**src/rtl/neighbor_fifo_to_link.sv**
```systemverilog
// neighbor_fifo_to_link
//   Receives {increase, old_root} messages from a neighbor FIFO and buffers
//   them in order in a small circular buffer. The local node applies them
//   one per cycle. Applying a message updates the neighbor's root and, at
//   most once per round, marks the neighbor as grown. The block also counts
//   growth contributions from both ends of the edge, up to the edge LENGTH.
//
// Ports
//   clk, reset          clock; synchronous active-high reset
//   initialize          per-round clear, synchronous, active-high
//   fifo_in_data/valid  incoming message {increase, old_root}
//   fifo_in_ready       message accepted when valid && ready
//   apply_en            permit applying one buffered message this cycle
//   a_increase          local grow request (level; only its rising edge counts)
//   b_old_root_out      root carried by the last applied message
//   b_increase_out      sticky: neighbor has grown along this edge
//   is_fully_grown      growth counter >= LENGTH
//   buf_count           number of buffered messages
//   proto_error         sticky protocol violation (high exactly in ERROR)
//
// Handshake: a message transfers on a rising edge where fifo_in_valid and
// fifo_in_ready are both high. fifo_in_ready depends only on registered
// state and on initialize, never on fifo_in_valid.
module neighbor_fifo_to_link #(
  parameter int LENGTH        = 2,
  parameter int ADDRESS_WIDTH = 12,
  parameter int BUF_DEPTH     = 4
) (
  input  logic                           clk,
  input  logic                           reset,
  input  logic                           initialize,
  input  logic [ADDRESS_WIDTH:0]         fifo_in_data,
  input  logic                           fifo_in_valid,
  output logic                           fifo_in_ready,
  input  logic                           apply_en,
  input  logic                           a_increase,
  output logic [ADDRESS_WIDTH-1:0]       b_old_root_out,
  output logic                           b_increase_out,
  output logic                           is_fully_grown,
  output logic [$clog2(BUF_DEPTH+1)-1:0] buf_count,
  output logic                           proto_error
);

  localparam int CW = $clog2(BUF_DEPTH + 1);
  localparam int PW = $clog2(BUF_DEPTH);
  localparam int GW = $clog2(LENGTH + 2);

  typedef enum logic {RUN = 1'b0, ERROR = 1'b1} state_t;

  state_t state, state_next;

  logic [ADDRESS_WIDTH:0]   mem [BUF_DEPTH];
  logic [PW-1:0]            wr_ptr, rd_ptr;
  logic [CW-1:0]            count;
  logic [GW-1:0]            grow_cnt;
  logic [ADDRESS_WIDTH-1:0] root;
  logic                     b_inc;
  logic                     a_prev;

  logic                     push, pop;
  logic                     a_grow, b_grow, dup_grow;
  logic [ADDRESS_WIDTH:0]   head;

  assign head = mem[rd_ptr];

  // No accept and no apply during the initialize cycle: the buffer is being
  // emptied on this edge, so a message taken now would be lost.
  assign fifo_in_ready = (count < CW'(BUF_DEPTH)) && (state == RUN) && !initialize;
  assign push          = fifo_in_valid && fifo_in_ready;
  assign pop           = apply_en && (count != '0) && (state == RUN) && !initialize;

  // A second increase along the same edge is a protocol violation.
  assign b_grow   = pop && head[ADDRESS_WIDTH] && !b_inc;
  assign dup_grow = pop && head[ADDRESS_WIDTH] && b_inc;
  assign a_grow   = a_increase && !a_prev;

  // State register.
  always_ff @(posedge clk) begin
    if (reset) state <= RUN;
    else       state <= state_next;
  end

  // Next-state logic.
  always_comb begin
    state_next = state;
    case (state)
      RUN:     if (dup_grow) state_next = ERROR;
      ERROR:   state_next = ERROR;
      default: state_next = RUN;
    endcase
    if (initialize) state_next = RUN;
  end

  // Buffer storage. It is not cleared: the pointers and count alone decide
  // which entries are valid.
  always_ff @(posedge clk) begin
    if (push) mem[wr_ptr] <= fifo_in_data;
  end

  // Buffer control, applied outputs and growth counter.
  always_ff @(posedge clk) begin
    if (reset || initialize) begin
      wr_ptr   <= '0;
      rd_ptr   <= '0;
      count    <= '0;
      root     <= '0;
      b_inc    <= 1'b0;
      a_prev   <= 1'b0;
      grow_cnt <= '0;
    end else begin
      a_prev <= a_increase;
      if (push) wr_ptr <= wr_ptr + 1'b1;
      if (pop) begin
        rd_ptr <= rd_ptr + 1'b1;
        root   <= head[ADDRESS_WIDTH-1:0];
        if (b_grow) b_inc <= 1'b1;
      end
      case ({push, pop})
        2'b10:   count <= count + 1'b1;
        2'b01:   count <= count - 1'b1;
        default: count <= count;
      endcase
      // Saturating: once LENGTH is reached the counter holds. A simultaneous
      // double step from below can land on LENGTH+1.
      if ((state == RUN) && (grow_cnt < GW'(LENGTH)))
        grow_cnt <= grow_cnt + GW'(a_grow) + GW'(b_grow);
    end
  end

  assign b_old_root_out = root;
  assign b_increase_out = b_inc;
  assign is_fully_grown = (grow_cnt >= GW'(LENGTH));
  assign buf_count      = count;
  assign proto_error    = (state == ERROR);

endmodule

```
**config.mk**
```make
export PLATFORM = sky130hd
export DESIGN_NAME = neighbor_fifo_to_link
export DESIGN_NICKNAME = d
export VERILOG_FILES = /design/src/rtl/neighbor_fifo_to_link.sv
export SDC_FILE = /design/constraint.sdc
export NUM_CORES = 1
export LEC_CHECK = 0
export BUFFER_PORTS_ARGS = -buffer_cell sky130_fd_sc_hd__buf_2
export CAP_MARGIN = 20
export CORE_MARGIN = 5
export CORE_UTILIZATION = 45
export DETAILED_ROUTE_END_ITERATION = 12
export GPL_TIMING_DRIVEN = 0
export PLACE_DENSITY = 0.66
export SYNTH_ARGS = -nofsm -noshare
export SYNTH_HDL_FRONTEND = slang
export SYNTH_SLANG_ARGS = --single-unit
```
**constraint.sdc**
```tcl
create_clock -name clk -period 2.86 [get_ports clk]
set_input_delay 0.286 -clock clk [delete_from_list [all_inputs] [get_ports clk]]
set_output_delay 0.286 -clock clk [all_outputs]
set_load 0.02 [all_outputs]
```
## Word-level counts from Yosys, hierarchy flattened

Memory sizes are Yosys's and may differ from the RTL's. A register that Yosys moved wholly into a read port is not among the register bits.
Cells that the tools add are included.

| storage, ports and cells | value |
|---|---|
| register bits after elaboration | 24 |
| bits in writable memories | 52 |
| output and inout port bits | 19 |
| logic and storage cells | 47 |
| memories | 1 |

| operators by class | value |
|---|---|
| add/sub/neg operators | 6 |
| order comparisons | 3 |
| eq/ne operators | 2 |
| multiplexer cells | 7 |
| bitwise operators | 1 |
| reductions and logical operators | 19 |

Memories:

| memory | depth | width | read ports | clocked after memory_dff | write ports | line | text |
|---|---|---|---|---|---|---|---|
| mem | 4 | 13 | 1 | 1 | 1 | 52 | `logic [ADDRESS_WIDTH:0] mem [BUF_DEPTH];` |

Operators with widths:

| cell | number |
|---|---|
| 1-bit logical AND | 11 |
| 3-bit case mux with 2 select lines | 1 |
| 2-bit by 1-bit adder with 2-bit output | 2 |
| 2-bit by 1-bit adder with 2-bit output, second input constant | 2 |
| 2-bit two-way mux | 2 |
| 3-bit by 1-bit adder with 3-bit output, second input constant | 1 |
| 1-bit logical NOT | 3 |
| 3-bit less-than comparator, second input constant | 1 |
| 1-bit two-way mux | 3 |
| 3-bit nonzero test | 1 |
| 3-bit by 1-bit subtractor with 3-bit output, second input constant | 1 |
| 2-bit by 1-bit equality test with 1-bit output, second input constant | 1 |
| 2-bit equality test, second input constant | 1 |
| 2-bit greater-or-equal comparator, second input constant | 1 |
| 2-bit less-than comparator, second input constant | 1 |
| 1-bit case mux with 2 select lines | 1 |
| 2-bit AND reduction | 1 |
| 2-bit nonzero test | 1 |
| 2-bit OR reduction | 1 |
| 1-bit logical OR | 1 |
| 1-bit NOT | 1 |

## Longest topological paths before layout

| logic depth | value |
|---|---|
| depth after elaboration | 8 |
| mapped depth | 9 |
| mapped depth without buffers | 8 |

## Least setup slack after synthesis

Ideal clock, no wire load.

| timing path | value |
|---|---|
| kind | reg-to-reg |
| from | register state, in the netlist proto_error |
| to | register count[2], in the netlist buf_count[2] |
| setup time | 0.071 ns |
| data arrival time | 2.473 ns |
| data required time | 2.789 ns |
| setup slack | 0.316 ns |
| stages on the path, launching flop included | 10 |
| period minus slack after synthesis | 2.544 ns |
| cells stage by stage | dfxtp_1 or3b_4 nor2_1 buf_2 ha_1 inv_1 fa_1 xor2_1 or3_1 a21oi_1 |

| between the ends | value |
|---|---|
| elaborated cells on any way between the ends | 10 |
| classes of those cells | eq/ne: 2; mux: 1; bitwise: 1; reduce/logical: 6 |

RTL lines:

| element | line | text |
|---|---|---|
| start, declared | 50 | `state_t state, state_next;` |
| start signal, assigned | 80 | `else state <= state_next;` |
| 1-bit NOT (*) | n/a |  |
| 1-bit logical AND (*) (2 in a row) | 70 | `assign pop = apply_en && (count != '0) && (state == RUN) && !initialize;` |
| net pop | 60 | `logic push, pop;` |
| 2-bit by 1-bit equality test with 1-bit output / 2-bit equality test (equally long branches) | 118 | `case ({push, pop})` |
| 3-bit case mux with 2 select lines / 2-bit nonzero test (equally long branches) | n/a |  |
| end signal, assigned | 119 | `2'b10: count <= count + 1'b1;` |
| end signal, assigned | 120 | `2'b01: count <= count - 1'b1;` |
| end signal, assigned | 121 | `default: count <= count;` |
| end, declared | 54 | `logic [CW-1:0] count;` |

Mark *: on every way through the listed nets, which the timed path passes. The rest lies on a longest branch.
A chain may end at the register's enable or synchronous reset.

## Worst setup path after layout

Ends and elaborated chain as after synthesis.

==> reports/qor.log <==
[run_status] outcome finished, final reports clean
[global_route] pin count of the biggest net entering global routing 15
[synthesis] syn nets 211
[sta] sum of negative setup slack 0 ns
[critical_path] worst endpoint data arrival time 2.87 ns
[clock_tree] CTS tree done
[synthesis] sequential-to-total area share from yosys stat 70.0%
[clock_tree] clock transition time at the flip-flop clock pins of the worst setup and hold paths 0.08 ns
[layout] antenna fix cells 0
[sta] max-slew violation count 0
[global_route] met3 usage 4.38%
[power] largest vdd supply drop 0.281 mV
[floorplanning] placeable core region 6390 um2
[critical_path] crit start category register
[floorplanning] height of the die 91.3 um
[synthesis] number of different library cells in the post-synthesis netlist 30
[routing] routed vias/inst 5.14
[floorplanning] number of placement rows 29
[floorplanning] floorplan die area 8330 um2
[layout] combined area of the multi-input logic cells 827 um2
[clock_tree] Num CTS Buffers 9
[clock_tree] maximum clock path buffer count 2
[min_path] number of cells on the worst hold path 1
[layout] fill count 524
[synthesis] share of flip-flops with an asynchronous set or reset 0%
[sta] min cycle time layout 2.59 ns
[critical_path] data required time at the worst endpoint 3.14 ns
[global_route] number of antenna violations at the first check in global routing 0
[sta] Finish-stage setup viols 0
[power] P per Cell Area 609 nW/um2
[floorplanning] number of primary I/O pins 38
[critical_path] element type at the critical path end register
[routing] number of design-rule violations left by the first detailed-router iteration 93
[global_route] total grt overflow 0
[floorplanning] die outline width 91.3 um
[sta] Worst Clk Skew 0.00994 ns
[layout] layout-stage area growth over the synthesis result 16.2%
[global_route] gr busiest metal met2
[synthesis] Yosys top cell by area sky130_fd_sc_hd__edfxtp_1
[global_route] wire length of the first global-routing pass 8300 um
[layout] fraction of final layout cells sized beyond drive strength 1 30.7%
[floorplanning] Starting Density 46.6%
[clock_tree] count of clock tree sinks 78
[synthesis] number of flops mapped to enable cells by yosys 52
[sta] Slew headroom 55.4%
[routing] DRT antenna net count 0
[synthesis] post-synthesis average cell area 16.1 um2
[routing] iteration count of the initial detailed-routing pass 4
[global_route] overall routing resource usage 13.1%
[synthesis] number of cells produced by synthesis 185
[layout] Final #Nets 259
[critical_path] Register-to-Register Path Depth 9
[critical_path] worst setup path class reg2reg
[synthesis] Top FF cell, synth sky130_fd_sc_hd__edfxtp_1
[clock_tree] Max H-tree Level 3
[layout] non-filler instance count after layout 315
[synthesis] leading post-synthesis cells by cell area sky130_fd_sc_hd__edfxtp_1, sky130_fd_sc_hd__dfxtp_1, sky130_fd_sc_hd__mux4_2
[synthesis] register bit total from synthesis 78
[routing] wire length after detailed routing 5040 um
[routing] count of vias placed by the detailed router 1620
[sta] setup repair after global routing missed its margin no
[placement] Cell Count Post-Placement 299
[sta] worst-margin pin slew 0.669 ns
[synthesis] Yosys warning count 0
[sta] Fmax 386 MHz
[synthesis] synthesized area 2970 um2
[clock_tree] Worst-Skew Late Latency 0.35 ns
[clock_tree] CTS root buffer sky130_fd_sc_hd__clkbuf_8
[clock_tree] hold buffer count at CTS 0
[sta] final-report hold violation count 0
[power] leakage power total 0.00119 uW
[synthesis] area share of the largest cell type after synthesis 52.5%
[min_path] class of the most critical hold timing path in2reg
[routing] mean routed wirelength per cell 16.0 um
[placement] Final HPWL DP 3480 um
[global_route] vias in the first global route 1653
[layout] most common cell after layout, fill and taps aside sky130_fd_sc_hd__edfxtp_1
[layout] commonest cells after routing, fill and taps aside sky130_fd_sc_hd__edfxtp_1, sky130_fd_sc_hd__buf_2, sky130_fd_sc_hd__dfxtp_1
[critical_path] maximum fanout along the worst path 10
[placement] number of buffers added on ports 37
[flow_run] max-cap violations 0
[sta] final cycle utilization of the critical path 90.6%
[layout] flip-flop and latch area 2080 um2
[routing] drt drc 0
[global_route] met2 usage 18.8%
[placement] routability congestion estimate from global placement 0.759
[global_route] met1 GRT Util 17.8%
[cell families after synthesis]
family          after synthesis  share of synthesized area (%)
xor+xnor                      3                          0.884
flops                        78                           70.0
compound gates               25                           5.81
simple gates                 42                           7.41
buf+inv                      16                           2.23
mux                          14                           10.2
fa+ha+maj                     7                           3.45
[flip-flops by register name, summed over array words and instances, names as in the netlist, named ones only]
signal and count:
wr_ptr 2, a_prev 1, grow_cnt 2, buf_count 3, b_old_root_out 12, proto_error 1, b_increase_out 1, rd_ptr 2
mem 52
[per-stage QoR]
step | setup WS, ns | utilization (%) | total power (uW) | instance area, um2 | hold WS [ns]
floorplan | 0.316 | - | 1290 | 2970 | 0.385
global placement | 0.173 | 51.0 | 1320 | 3250 | 0.451
detailed placement | 0.137 | 51.0 | 1330 | 3250 | 0.452
CTS | 0.123 | 54.0 | 2120 | 3450 | 0.137
global route | 0.0745 | 54.1 | 2190 | 3460 | 0.124
finish | 0.268 | 54.1 | 2110 | 3460 | 0.151
[synthesized netlist by cell type (3+ instances only)]
cell type	instances
sky130_fd_sc_hd__and2_1	5
sky130_fd_sc_hd__mux4_2	13
sky130_fd_sc_hd__o2bb2ai_1	12
sky130_fd_sc_hd__clkbuf_1	4
sky130_fd_sc_hd__ha_1	5
sky130_fd_sc_hd__a21oi_1	9
sky130_fd_sc_hd__inv_1	9
sky130_fd_sc_hd__nand2_1	13
sky130_fd_sc_hd__o21ai_0	3
sky130_fd_sc_hd__edfxtp_1	52
sky130_fd_sc_hd__dfxtp_1	26
sky130_fd_sc_hd__nor2_1	10
[critical path, cell delays in order, from the launching register on]
cell,delay (ns)
sky130_fd_sc_hd__dfxtp_1,0.39
sky130_fd_sc_hd__or3b_4,0.46
sky130_fd_sc_hd__nor2_2,0.16
sky130_fd_sc_hd__clkbuf_4,0.24
sky130_fd_sc_hd__ha_1,0.20
sky130_fd_sc_hd__inv_1,0.06
sky130_fd_sc_hd__fa_1,0.40
sky130_fd_sc_hd__xor2_1,0.17
sky130_fd_sc_hd__or3_1,0.30
sky130_fd_sc_hd__a21oi_1,0.14
[worst paths after layout]
kind	start	slack [ns]	end
max	proto_error	0.27	buf_count[2]
min	fifo_in_data[7]	0.15	mem[2][7]
max reg2reg	proto_error	0.27	buf_count[2]
min reg2reg	b_old_root_out[9]	0.46	b_old_root_out[9]
[area by class of cell]
class	instances	share of cell area [%]
clock inverter	7	2.10
inverter	9	0.978
multi-input combinational	91	23.9
clock buffer	9	3.58
timing repair buffer	37	5.36
buffer	7	1.01
sequential	78	60.2
tap	77	2.79
[where the power goes]
| group | leakage [uW] | internal [uW] | total, uW | switching, uW |
|---|---|---|---|---|
| combinational | 0.000422 | 32.3 | 77.4 | 45.2 |
| sequential | 0.000682 | 1220 | 1220 | 5.63 |
| clock | 0.0000855 | 402 | 807 | 404 |
| total | 0.00119 | 1650 | 2110 | 455 |
[layer usage]
layer | up-vias | share of wire (%) | wire length, um
met5 | - | 0 | 0
met4 | 0 | 2.1 | 104
met1 | 776 | 46 | 2340
met2 | 39 | 46 | 2300
met3 | 10 | 5.8 | 290
li1 | 795 | - | -
[timing repair]
item | 4_1_cts | 5_1_grt
setup endpoints to repair | 0 | 1
buffers inserted | 0 | 0
gates resized for setup | 0 | 2
(Power assumes the default switching activity.)
